File: src/rtl/axi_lite_pkg.sv
// axi_lite_pkg: shared AXI-Lite response codes, FSM state types and access-counter offsets
package axi_lite_pkg;
    localparam logic [1:0] RESP_OKAY = 2'b00;
    localparam logic [1:0] RESP_SLVERR = 2'b10;
    localparam logic [11:0] CNT_WR_OFF = 12'hFF8;
    localparam logic [11:0] CNT_RD_OFF = 12'hFFC;
    typedef enum logic {W_IDLE, W_RESP} w_state_t;
    typedef enum logic {R_IDLE, R_DATA} r_state_t;
endpackage

File: src/rtl/axi_lite_if.sv
// axi_lite_if: AXI-Lite bus bundle with master and slave views
interface axi_lite_if;
    logic [31:0] aw_addr;
    logic        aw_valid;
    logic        aw_ready;
    logic [31:0] w_data;
    logic        w_valid;
    logic        w_ready;
    logic [1:0]  b_resp;
    logic        b_valid;
    logic        b_ready;
    logic [31:0] ar_addr;
    logic        ar_valid;
    logic        ar_ready;
    logic [31:0] r_data;
    logic [1:0]  r_resp;
    logic        r_valid;
    logic        r_ready;
    modport master (
        output aw_addr, aw_valid, w_data, w_valid, b_ready, ar_addr, ar_valid, r_ready,
        input  aw_ready, w_ready, b_resp, b_valid, ar_ready, r_data, r_resp, r_valid
    );
    modport slave (
        input  aw_addr, aw_valid, w_data, w_valid, b_ready, ar_addr, ar_valid, r_ready,
        output aw_ready, w_ready, b_resp, b_valid, ar_ready, r_data, r_resp, r_valid
    );
endinterface

File: src/rtl/axi_lite_sat_cnt.sv
// axi_lite_sat_cnt: 32-bit saturating event counter, clear wins over increment
module axi_lite_sat_cnt (
    input  logic        clk,
    input  logic        rst,
    input  logic        inc,
    input  logic        clr,
    output logic [31:0] cnt
);
    always_ff @(posedge clk or posedge rst)
        if (rst)
            cnt <= '0;
        else if (clr)
            cnt <= '0;
        else if (inc && cnt != '1)
            cnt <= cnt + 32'd1;
endmodule

File: src/rtl/axi_lite_reg_slave.sv
// axi_lite_reg_slave: AXI-Lite responder over NUM_CTRL r/w control and NUM_STAT read-only status registers
// AXIL_ACCESS_CNT_EN adds read-only write/read handshake counters at 0xFF8/0xFFC
module axi_lite_reg_slave
    import axi_lite_pkg::*;
#(
    parameter int          NUM_CTRL   = 8,
    parameter int          NUM_STAT   = 8,
    parameter logic [31:0] STAT_BASE  = 32'h100,
    parameter int          ADDR_WIDTH = 12,
    parameter logic [31:0] CTRL_RST   = 32'h0
) (
    input  logic                      clk,
    input  logic                      rst,
    axi_lite_if.slave                 s_axil,
    output logic [NUM_CTRL-1:0][31:0] ctrl_regs,
    output logic [NUM_CTRL-1:0]       ctrl_wr_pulse,
    input  logic [NUM_STAT-1:0][31:0] stat_regs
);
    w_state_t              w_st;
    r_state_t              r_st;
    logic                  aw_held, w_held, aw_hs, w_hs, ar_hs, commit, w_cnt, w_ok, r_hit;
    logic [31:0]           aw_q, w_q, w_val, r_val;
    logic [ADDR_WIDTH-1:0] w_off, r_off;
    logic [NUM_CTRL-1:0]   w_sel;
    assign aw_hs  = s_axil.aw_valid & s_axil.aw_ready;
    assign w_hs   = s_axil.w_valid & s_axil.w_ready;
    assign ar_hs  = s_axil.ar_valid & s_axil.ar_ready;
    assign commit = (w_st == W_IDLE) && (aw_held || aw_hs) && (w_held || w_hs);
    assign w_val  = w_held ? w_q : s_axil.w_data;
    assign w_off  = ADDR_WIDTH'((aw_held ? aw_q : s_axil.aw_addr) & ~32'h3);
    assign r_off  = ADDR_WIDTH'(s_axil.ar_addr & ~32'h3);
    assign w_ok   = (|w_sel) || w_cnt;
`ifdef AXIL_ACCESS_CNT_EN
    logic [31:0] wr_cnt, rd_cnt;
    assign w_cnt = w_off == ADDR_WIDTH'(CNT_WR_OFF) || w_off == ADDR_WIDTH'(CNT_RD_OFF);
    axi_lite_sat_cnt u_wr_cnt (.clk(clk), .rst(rst), .inc(s_axil.b_valid & s_axil.b_ready),
                               .clr(commit & w_cnt), .cnt(wr_cnt));
    axi_lite_sat_cnt u_rd_cnt (.clk(clk), .rst(rst), .inc(s_axil.r_valid & s_axil.r_ready),
                               .clr(commit & w_cnt), .cnt(rd_cnt));
`else
    assign w_cnt = 1'b0;
`endif
    always_comb begin
        w_sel = '0;
        r_val = '0;
        r_hit = 1'b0;
        for (int i = 0; i < NUM_CTRL; i++) begin
            w_sel[i] = w_off == ADDR_WIDTH'(4 * i);
            if (r_off == ADDR_WIDTH'(4 * i)) begin
                r_val = ctrl_regs[i];
                r_hit = 1'b1;
            end
        end
        for (int j = 0; j < NUM_STAT; j++)
            if (r_off == ADDR_WIDTH'(STAT_BASE + 32'(4 * j))) begin
                r_val = stat_regs[j];
                r_hit = 1'b1;
            end
`ifdef AXIL_ACCESS_CNT_EN
        if (r_off == ADDR_WIDTH'(CNT_WR_OFF)) begin
            r_val = wr_cnt;
            r_hit = 1'b1;
        end
        if (r_off == ADDR_WIDTH'(CNT_RD_OFF)) begin
            r_val = rd_cnt;
            r_hit = 1'b1;
        end
`endif
    end
    // AW and W latch independently; the write lands on the first edge holding both
    always_ff @(posedge clk or posedge rst) begin
        if (rst) begin
            w_st            <= W_IDLE;
            s_axil.aw_ready <= 1'b0;
            s_axil.w_ready  <= 1'b0;
            s_axil.b_valid  <= 1'b0;
            s_axil.b_resp   <= RESP_OKAY;
            aw_held         <= 1'b0;
            w_held          <= 1'b0;
            aw_q            <= '0;
            w_q             <= '0;
            ctrl_regs       <= {NUM_CTRL{CTRL_RST}};
            ctrl_wr_pulse   <= '0;
        end else begin
            ctrl_wr_pulse <= '0;
            if (w_st == W_IDLE) begin
                if (commit) begin
                    w_st            <= W_RESP;
                    s_axil.aw_ready <= 1'b0;
                    s_axil.w_ready  <= 1'b0;
                    s_axil.b_valid  <= 1'b1;
                    s_axil.b_resp   <= w_ok ? RESP_OKAY : RESP_SLVERR;
                    ctrl_wr_pulse   <= w_sel;
                    for (int i = 0; i < NUM_CTRL; i++)
                        if (w_sel[i]) ctrl_regs[i] <= w_val;
                end else begin
                    aw_held         <= aw_held | aw_hs;
                    w_held          <= w_held | w_hs;
                    s_axil.aw_ready <= !(aw_held | aw_hs);
                    s_axil.w_ready  <= !(w_held | w_hs);
                    if (aw_hs) aw_q <= s_axil.aw_addr;
                    if (w_hs) w_q <= s_axil.w_data;
                end
            end else if (s_axil.b_ready) begin
                w_st            <= W_IDLE;
                s_axil.b_valid  <= 1'b0;
                s_axil.aw_ready <= 1'b1;
                s_axil.w_ready  <= 1'b1;
                aw_held         <= 1'b0;
                w_held          <= 1'b0;
            end
        end
    end
    // read data is captured at AR acceptance, so a same-edge write is not yet visible
    always_ff @(posedge clk or posedge rst) begin
        if (rst) begin
            r_st            <= R_IDLE;
            s_axil.ar_ready <= 1'b0;
            s_axil.r_valid  <= 1'b0;
            s_axil.r_data   <= '0;
            s_axil.r_resp   <= RESP_OKAY;
        end else if (r_st == R_IDLE) begin
            s_axil.ar_ready <= !ar_hs;
            if (ar_hs) begin
                r_st           <= R_DATA;
                s_axil.r_valid <= 1'b1;
                s_axil.r_data  <= r_val;
                s_axil.r_resp  <= r_hit ? RESP_OKAY : RESP_SLVERR;
            end
        end else if (s_axil.r_ready) begin
            r_st            <= R_IDLE;
            s_axil.r_valid  <= 1'b0;
            s_axil.ar_ready <= 1'b1;
        end
    end
endmodule

File: src/flat_wrapper.sv
// flat-port wrapper written by rule: the top's interface ports become plain ports
module axi_lite_reg_slave_flat import axi_lite_pkg::*;
#(
    parameter int          NUM_CTRL   = 8,
    parameter int          NUM_STAT   = 8,
    parameter logic [31:0] STAT_BASE  = 32'h100,
    parameter int          ADDR_WIDTH = 12,
    parameter logic [31:0] CTRL_RST   = 32'h0
)
  (clk, rst, ctrl_regs, ctrl_wr_pulse, stat_regs, s_axil_aw_addr, s_axil_aw_valid, s_axil_w_data, s_axil_w_valid, s_axil_b_ready, s_axil_ar_addr, s_axil_ar_valid, s_axil_r_ready, s_axil_aw_ready, s_axil_w_ready, s_axil_b_resp, s_axil_b_valid, s_axil_ar_ready, s_axil_r_data, s_axil_r_resp, s_axil_r_valid);
  axi_lite_if s_axil_i ();
  input  logic clk;
  input  logic rst;
  output logic [NUM_CTRL-1:0][31:0] ctrl_regs;
  output logic [NUM_CTRL-1:0] ctrl_wr_pulse;
  input  logic [NUM_STAT-1:0][31:0] stat_regs;
  input wire logic [$bits(s_axil_i.aw_addr)-1:0] s_axil_aw_addr;
  input wire logic [$bits(s_axil_i.aw_valid)-1:0] s_axil_aw_valid;
  input wire logic [$bits(s_axil_i.w_data)-1:0] s_axil_w_data;
  input wire logic [$bits(s_axil_i.w_valid)-1:0] s_axil_w_valid;
  input wire logic [$bits(s_axil_i.b_ready)-1:0] s_axil_b_ready;
  input wire logic [$bits(s_axil_i.ar_addr)-1:0] s_axil_ar_addr;
  input wire logic [$bits(s_axil_i.ar_valid)-1:0] s_axil_ar_valid;
  input wire logic [$bits(s_axil_i.r_ready)-1:0] s_axil_r_ready;
  output wire logic [$bits(s_axil_i.aw_ready)-1:0] s_axil_aw_ready;
  output wire logic [$bits(s_axil_i.w_ready)-1:0] s_axil_w_ready;
  output wire logic [$bits(s_axil_i.b_resp)-1:0] s_axil_b_resp;
  output wire logic [$bits(s_axil_i.b_valid)-1:0] s_axil_b_valid;
  output wire logic [$bits(s_axil_i.ar_ready)-1:0] s_axil_ar_ready;
  output wire logic [$bits(s_axil_i.r_data)-1:0] s_axil_r_data;
  output wire logic [$bits(s_axil_i.r_resp)-1:0] s_axil_r_resp;
  output wire logic [$bits(s_axil_i.r_valid)-1:0] s_axil_r_valid;
  assign s_axil_i.aw_addr = s_axil_aw_addr;
  assign s_axil_i.aw_valid = s_axil_aw_valid;
  assign s_axil_i.w_data = s_axil_w_data;
  assign s_axil_i.w_valid = s_axil_w_valid;
  assign s_axil_i.b_ready = s_axil_b_ready;
  assign s_axil_i.ar_addr = s_axil_ar_addr;
  assign s_axil_i.ar_valid = s_axil_ar_valid;
  assign s_axil_i.r_ready = s_axil_r_ready;
  assign s_axil_aw_ready = s_axil_i.aw_ready;
  assign s_axil_w_ready = s_axil_i.w_ready;
  assign s_axil_b_resp = s_axil_i.b_resp;
  assign s_axil_b_valid = s_axil_i.b_valid;
  assign s_axil_ar_ready = s_axil_i.ar_ready;
  assign s_axil_r_data = s_axil_i.r_data;
  assign s_axil_r_resp = s_axil_i.r_resp;
  assign s_axil_r_valid = s_axil_i.r_valid;
  axi_lite_reg_slave #(.NUM_CTRL(NUM_CTRL), .NUM_STAT(NUM_STAT), .STAT_BASE(STAT_BASE), .ADDR_WIDTH(ADDR_WIDTH), .CTRL_RST(CTRL_RST)) u_core (.clk(clk), .rst(rst), .s_axil(s_axil_i), .ctrl_regs(ctrl_regs), .ctrl_wr_pulse(ctrl_wr_pulse), .stat_regs(stat_regs));
endmodule
File: config.mk
export PLATFORM = sky130hd
export DESIGN_NAME = axi_lite_reg_slave_flat
export DESIGN_NICKNAME = d
export VERILOG_FILES = /design/src/rtl/axi_lite_pkg.sv /design/src/rtl/axi_lite_if.sv /design/src/rtl/axi_lite_sat_cnt.sv /design/src/rtl/axi_lite_reg_slave.sv /design/src/flat_wrapper.sv
export SDC_FILE = /design/constraint.sdc
export NUM_CORES = 1
export LEC_CHECK = 0
export CORE_AREA = 5 5 259 261
export DETAILED_ROUTE_END_ITERATION = 8
export DIE_AREA = 0 0 264 266
export PLACE_DENSITY = 0.63
export SETUP_SLACK_MARGIN = 0.2
export SYNTH_ARGS = -nofsm -noshare
export SYNTH_HDL_FRONTEND = slang
export SYNTH_SLANG_ARGS = --single-unit
File: constraint.sdc
create_clock -name clk -period 12.3 [get_ports clk]
set_input_delay 2.46 -clock clk [delete_from_list [all_inputs] [get_ports clk]]
set_output_delay 2.46 -clock clk [all_outputs]
set_load 0.005 [all_outputs]
==> impl_results.md, run 1 <==
* Slew @ Worst Pin at roughly 1200 ps
* Die area at 0.07022 mm2
* HP Class: reg2reg
* Synthesized cell area at 0.01873 mm2
* Sequential Power Share at 0.380
* Vias after detailed routing at between 15k and 20k
* Area grow syn2layout at 44.14%
* Clock power share at 0.312
* Num CTS Buffers at 42
* Synthesized area per cell at between 9 and 10 um2
* Die height at 266 um
* Min Tclk post-route at between 5000 and 6000 ps
* # DRC at 0
* All-Layer GR Usage at 0.2519
* Worst path buffer plus inverter count at 3
* Setup bufs post-CTS at 0
* Critical path's slowest cell: buf_4
* Most common cell after layout, fill and taps aside: clkdlybuf4s50_1
* CP Cell Sequence: clkbuf_8 > buf_4 > nor2b_2 > buf_4 > a22oi_1 > o221ai_1 > a221oi_1 > o21ai_0
* Final GP Congestion at 0.9536
* P_sw at 1.349 mW
* Crit path max-delay family: buffers and inverters
* Library cells used by synthesis at 68
* Final std cells w/o fill at 3,455
* Final setup vio count at 0
* Antenna viol nets, final at 0
* Routed vias/inst at 5.494
* Placed inst area at about 0.026 mm2
* Initial Util at 0.2916
* Vias in the first global route at around 19k
* H-tree levels at 2
* Reg2Reg Depth at 5
* Cell Pwr Density at 145.7 mW/mm2
* Final hold violations at 0
* Number of port buffers at slightly above 600
* Core area at approximately 0.064 mm2
* Slew HR at 0.1557
* Reg-to-reg slack, setup at 9240 ps
* Layout Skew at 19.10 ps
* Most frequent cells in the layout: clkdlybuf4s50_1 (614), dfrtp_1 (348), o21ai_0 (211), nor2_1 (206), nand2_1 (201)
* Skew-Pair Late Insertion Delay at 580 ps
* Achievable Freq at between 150 and 200 MHz
* Status: finished clean
* Cells after Synth at a little over 2k
* Critical Path Start: s_axil_ar_addr[3]
* Maximum vdd drop at 0.1639 mV
* Placed wire-length estimate at around 70,000 um
* Initial antenna violation count at 9
* Fraction of registers with async set or reset after synthesis at 1.000
* Final Cycle Share at 0.4539
* Post-Layout Inst Area at 0.02700 mm2
* Yosys reg bits at between 300 and 400
* 1st-iter DRT viols at 1,968
* Drt pass-1 iters at 6
* CTS-repair resized insts at 0
* Clock slew at reported path FFs at 60 ps
* Final net count at 2,921
* Post-Place Cells at 3,373
* Rows at between 90 and 100
* Fill cells at between 6k and 7k
* Routed len/inst at 27.11 um
* Die X-Extent at 264 um
* Req. time, crit path at 12,790 ps
* Critical path destination: u_core.s_axil.r_data[14]
* Global-route congestion overflow total at 0
* Logic pwr share at 0.308
* Sum of negative setup slack at 0 ps
* WS Path Type: in2reg
* Leak Pwr at 10.81 nW
* EDFF count, synth at 0
* First-pass GRT wire length at between 100,000 and 150,000 um
* Sequential area share after synthesis at 0.4662
* CTS Buffer Depth at 3
* Clock sinks at 349
* Pin count of the biggest net entering global routing at ~130
* Layout cells sized above 1 at 0.09498
* Total Wirelength at about 94,000 um
* Endpoint class of the critical path: flop
* Stages on the worst setup path at 8
* Crit path largest cell delay at 790 ps
* Most used cell, CP: buf_4
* Final Max Tran Viols at 0
* Syn. warnings at 0
* CP Data Arrival Time at between 6000 and 7000 ps
* Max FO, Critical Path at 88
* Switching portion of total power at 0.3428
* R2R Path Start: u_core.aw_held
* Max Cap Viol at 0
* I/O Pins at 664
* Clock tree from TritonCTS: done
* Root Driver: clkbuf_16
* Finished Core Util at 0.4204
* Critical Path Source Type: input pin
* RR Endpoint: u_core.ctrl_regs[253]
* Cell-internal power at 2.586 mW
* Unrepaired setup endpoints after global routing: no
* Top_reg_cell synth: dfrtp_1
* # hold bufs at CTS at 0
## cell usage after synthesis (all sizes together) (10+ instances only)
| master | n | area [um2] |
|---|---|---|
| o22ai | 40 | 250.2 |
| nand2 | 201 | 754.5 |
| o221ai | 36 | 315.3 |
| mux2 | 98 | 1104 |
| o21ai | 213 | 1066 |
| mux2i | 54 | 540.5 |
| nor3 | 61 | 315.3 |
| a21oi | 186 | 930.9 |
| inv | 20 | 75.07 |
| nand3 | 18 | 90.09 |
| a211oi | 31 | 252.7 |
| o31a | 14 | 122.6 |
| clkbuf | 122 | 457.9 |
| o211ai | 18 | 135.1 |
| nor3b | 10 | 75.07 |
| nand2b | 39 | 244.0 |
| nor2b | 35 | 219.0 |
| buf | 61 | 314.0 |
| dfrtp | 349 | 8733 |
| nor2 | 208 | 780.8 |
| a221oi | 40 | 350.3 |
| a22oi | 37 | 277.8 |
## routing by layer
metal | track usage | vias to the layer above | share of wire
li1 | - | 8516 | -
met1 | 0.3468 | 9368 | 0.43
met2 | 0.3947 | 943 | 0.45
met3 | 0.06206 | 155 | 0.084
met4 | 0.07706 | 0 | 0.035
met5 | 0 | - | 0
## layout make-up
class	count	area (um2)	share of cell area
antenna	10	25.02	0.0009268
clock buffer	59	1155	0.04277
clock inverter	13	168.9	0.006256
inverter	22	88.84	0.003290
multi-input combinational	1484	9225	0.3417
sequential	349	8735	0.3235
tap	855	1070	0.03962
timing repair buffer	663	6534	0.2420
## metrics by stage
step,setup slack [ps],hold WS [ps],total power [mW]
final,6717,493.7,3.934
after global routing,6546,514.0,4.120
after CTS,6777,503.2,3.964
after detailed placement,6168,478.2,2.719
after global placement,6204,463.3,2.686
after floorplan,5168,467.3,2.026
## power by group through the flow
stage / clock (mW) / sequential, mW / combinational [mW]
after floorplan: 0 / 1.48 / 0.551
after global placement: 0 / 1.50 / 1.19
after detailed placement: 0 / 1.51 / 1.21
after CTS: 1.26 / 1.49 / 1.21
after global routing: 1.30 / 1.52 / 1.30
final: 1.23 / 1.50 / 1.21
## registers in the layout, indices dropped and copies added (netlist names), 8 cells and up
| register | flops |
|---|---|
| u_core.aw_q | 10 |
| u_core.ctrl_regs | 256 |
| u_core.ctrl_wr_pulse | 8 |
| u_core.s_axil.r_data | 32 |
| u_core.w_q | 32 |
## logic make-up (layout without fill, tap and decap cells)
kind of cell           count (synthesis)  after routing  synth area share
AO/OA/AOI/OAI                        700            700            0.2375
AND/OR/NAND/NOR                      621            621            0.1519
flip-flops                           349            349            0.4662
buffers and inverters                205            757           0.04562
multiplexers                         161            161           0.09858
other                                  1             12         0.0002002
## worst min-delay path by stage
stage / start / end / slack (ps) / cells past startpoint
finish: u_core.s_axil.b_valid / u_core.s_axil.b_valid / 490 / 1
global route: u_core.w_q[29] / u_core.w_q[29] / 510 / 1
CTS: u_core.s_axil.b_valid / u_core.s_axil.b_valid / 500 / 1
detailed placement: u_core.s_axil.b_valid / u_core.s_axil.b_valid / 480 / 1
global placement: u_core.s_axil.r_data[22] / u_core.s_axil.r_data[22] / 460 / 2
floorplan: u_core.s_axil.r_data[22] / u_core.s_axil.r_data[22] / 470 / 2
Power figures use the tool's default switching activity.
==> inputs of run 2 (changes only) <==
--- a/config.mk
+++ b/config.mk
@@ -5,10 +5,10 @@
 export SDC_FILE = /design/constraint.sdc
 export NUM_CORES = 1
 export LEC_CHECK = 0
-export CORE_AREA = 5 5 259 261
+export CORE_AREA = 5 5 255 257
 export DETAILED_ROUTE_END_ITERATION = 8
-export DIE_AREA = 0 0 264 266
-export PLACE_DENSITY = 0.63
+export DIE_AREA = 0 0 260 262
+export PLACE_DENSITY = 0.62
 export SETUP_SLACK_MARGIN = 0.2
 export SYNTH_ARGS = -nofsm -noshare
 export SYNTH_HDL_FRONTEND = slang
==> constraint.sdc (replaced) <==
create_clock -name clk -period 5.29 [get_ports clk]
set_input_delay 1.058 -clock clk [delete_from_list [all_inputs] [get_ports clk]]
set_output_delay 1.058 -clock clk [all_outputs]
set_load 0.005 [all_outputs]
==> impl_results.md, run 2 (synthesized netlist as in run 1, its figures left out) <==
* Leak Pwr at 10.97 nW (+1.4%)
* Skew-Pair Late Insertion Delay at 580 ps (about the same)
* Clock sinks at 349 (unchanged)
* Clock tree from TritonCTS: done
* Final Cycle Share at 0.6772
* Die X-Extent at 260 um (-1.5%)
* Placed wire-length estimate at 70,700 um (+0.97%)
* Final GP Congestion at 0.9410 (-1.3%)
* Critical Path Source Type: input pin
* Routed vias/inst at 5.517 (+0.42%)
* Final Max Tran Viols at 0 (unchanged)
* Core area at 0.06250 mm2 (-2.7%)
* Die area at 0.06812 mm2 (-3.0%)
* I/O Pins at 664 (unchanged)
* Pin count of the biggest net entering global routing at 124 (-3.9%)
* Critical path's slowest cell: nor4_1
* Global-route congestion overflow total at 0 (unchanged)
* Final hold violations at 0 (unchanged)
* Biggest regs: u_core.ctrl_regs x256, u_core.s_axil.r_data x32, u_core.w_q x32
* Unrepaired setup endpoints after global routing: no
* H-tree levels at 2 (unchanged)
* Die height at 262 um (-1.5%)
* Final net count at 2,931 (+0.34%)
* Slew @ Worst Pin at 1250 ps (+18.60 ps)
* Max FO, Critical Path at 23 (-74%)
* Antenna viol nets, final at 0 (unchanged)
* Vias after detailed routing at 19.07k (+0.48%)
* WS Path Type: in2reg
* Register with the most flip-flops: u_core.ctrl_regs
* Crit path largest cell delay at 720 ps (-70 ps)
* First-pass GRT wire length at 132,200 um (-1.1%)
* # DRC at 0 (unchanged)
* Most used cell, CP: buf_4
* CTS Buffer Depth at 3 (unchanged)
* Total Wirelength at 94,110 um (+0.47%)
* Initial Util at 0.2997 (+0.008057)
* Endpoint class of the critical path: flop
* Initial antenna violation count at 9 (unchanged)
* CP Cell Sequence: clkdlybuf4s50_1 > buf_4 > nor4_1 > nand2_1 > buf_4 > nor3_1 > a221oi_1 > o21ai_0
* All-Layer GR Usage at 0.2610 (+0.009093)
* Drt pass-1 iters at 6 (unchanged)
* Final Power at 9.483 mW (+140%)
* CTS-repair resized insts at 0 (unchanged)
* Most common cell after layout, fill and taps aside: clkdlybuf4s50_1
* Post-Layout Inst Area at 0.02726 mm2 (+0.97%)
* Area grow syn2layout at 45.54%
* Routed len/inst at 27.22 um (+0.41%)
* HP Class: reg2reg
* Maximum vdd drop at 0.2841 mV (+73%)
* Layout cells sized above 1 at 0.1025 (+0.007554)
* Root Driver: clkbuf_16
* 1st-iter DRT viols at 1,592 (-19%)
* Rows at 92 (-1.1%)
* Max reg flops at 256 (unchanged)
* Status: finished clean
* Cell Pwr Density at 347.8 mW/mm2 (+140%)
* Slew HR at 0.1430 (-0.01275)
* Clock slew at reported path FFs at 60 ps (about the same)
* CP Data Arrival Time at 4060 ps (-2010 ps)
* # hold bufs at CTS at 0 (unchanged)
* Min Tclk post-route at between 3000 and 4000 ps
* Placed inst area at 0.02573 mm2 (+0.31%)
* Most frequent cells in the layout: clkdlybuf4s50_1 (614), dfrtp_1 (348), o21ai_0 (211), nor2_1 (206), nand2_1 (201)
* Achievable Freq at 279.1 MHz
* Number of port buffers at 617 (unchanged)
* Vias in the first global route at 18.70k (+0.080%)
* Layout Skew at 20.09 ps (+0.9915 ps)
* Final setup vio count at 0 (unchanged)
* Max Cap Viol at 0 (unchanged)
* Num CTS Buffers at 43 (+2.4%)
* Req. time, crit path at 5770 ps (-7020 ps)
* Setup bufs post-CTS at 0 (unchanged)
-- run 2: power breakdown --
group / internal, mW / leakage (nW) / switching [mW]
Sequential: 3.11 / 4.70 / 0.369
Combinational: 1.26 / 5.52 / 1.54
Clock: 1.93 / 0.743 / 1.27
Total: 6.30 / 11.0 / 3.18
-- run 2: final cells by class --
cell class	count	area (um2)
inverter	22	88.84
fill	6067	35240
clock inverter	19	291.5
sequential	349	8735
multi-input combinational	1484	9224
tap	846	1059
antenna	7	17.52
clock buffer	58	1222
timing repair buffer	672	6626
-- run 2: final timing paths --
kind,start,to,slack (ps),cells after the start
max in group asynchronous,rst,u_core.ctrl_regs[121],3170,3
min reg2reg,u_core.s_axil.r_valid,u_core.s_axil.r_valid,490,2
min in group asynchronous,rst,u_core.ctrl_wr_pulse[0],970,2
max reg2reg,u_core.aw_held,u_core.ctrl_regs[230],2210,5
min,u_core.s_axil.r_valid,u_core.s_axil.r_valid,490,2
max,s_axil_ar_addr[5],u_core.s_axil.r_data[12],1710,8
-- run 2: worst max-delay path, delay by kind of cell --
family                 cells  cell delay [ps]
buffers and inverters      3             1230
and+or+nand+nor            3             1320
AOI/OAI and AO/OA          2              410
-- run 2: metrics by stage --
step | hold slack [ps] | setup TNS [ps] | setup WS (ps) | utilization | instances
4_1_cts | 496.9 | 0 | 1839 | 0.4359 | 3450
5_1_grt | 506.1 | 0 | 1632 | 0.4361 | 3455
6_report | 491.1 | 0 | 1707 | 0.4362 | 3457
3_5_place_dp | 480.4 | 0 | 1217 | 0.4117 | 3373
2_1_floorplan | 467.3 | -153710 | -440.4 | - | 2038
3_3_place_gp | 472.1 | 0 | 1284 | 0.4117 | 3373
-- run 2: routing by layer --
| metal | track usage | up-vias | share of wire |
|---|---|---|---|
| met3 | 0.08551 | 167 | 0.10 |
| met4 | 0.09144 | 2 | 0.038 |
| met1 | 0.3412 | 9445 | 0.41 |
| li1 | - | 8565 | - |
| met2 | 0.4089 | 894 | 0.45 |
| met5 | 0 | - | 0.00013 |
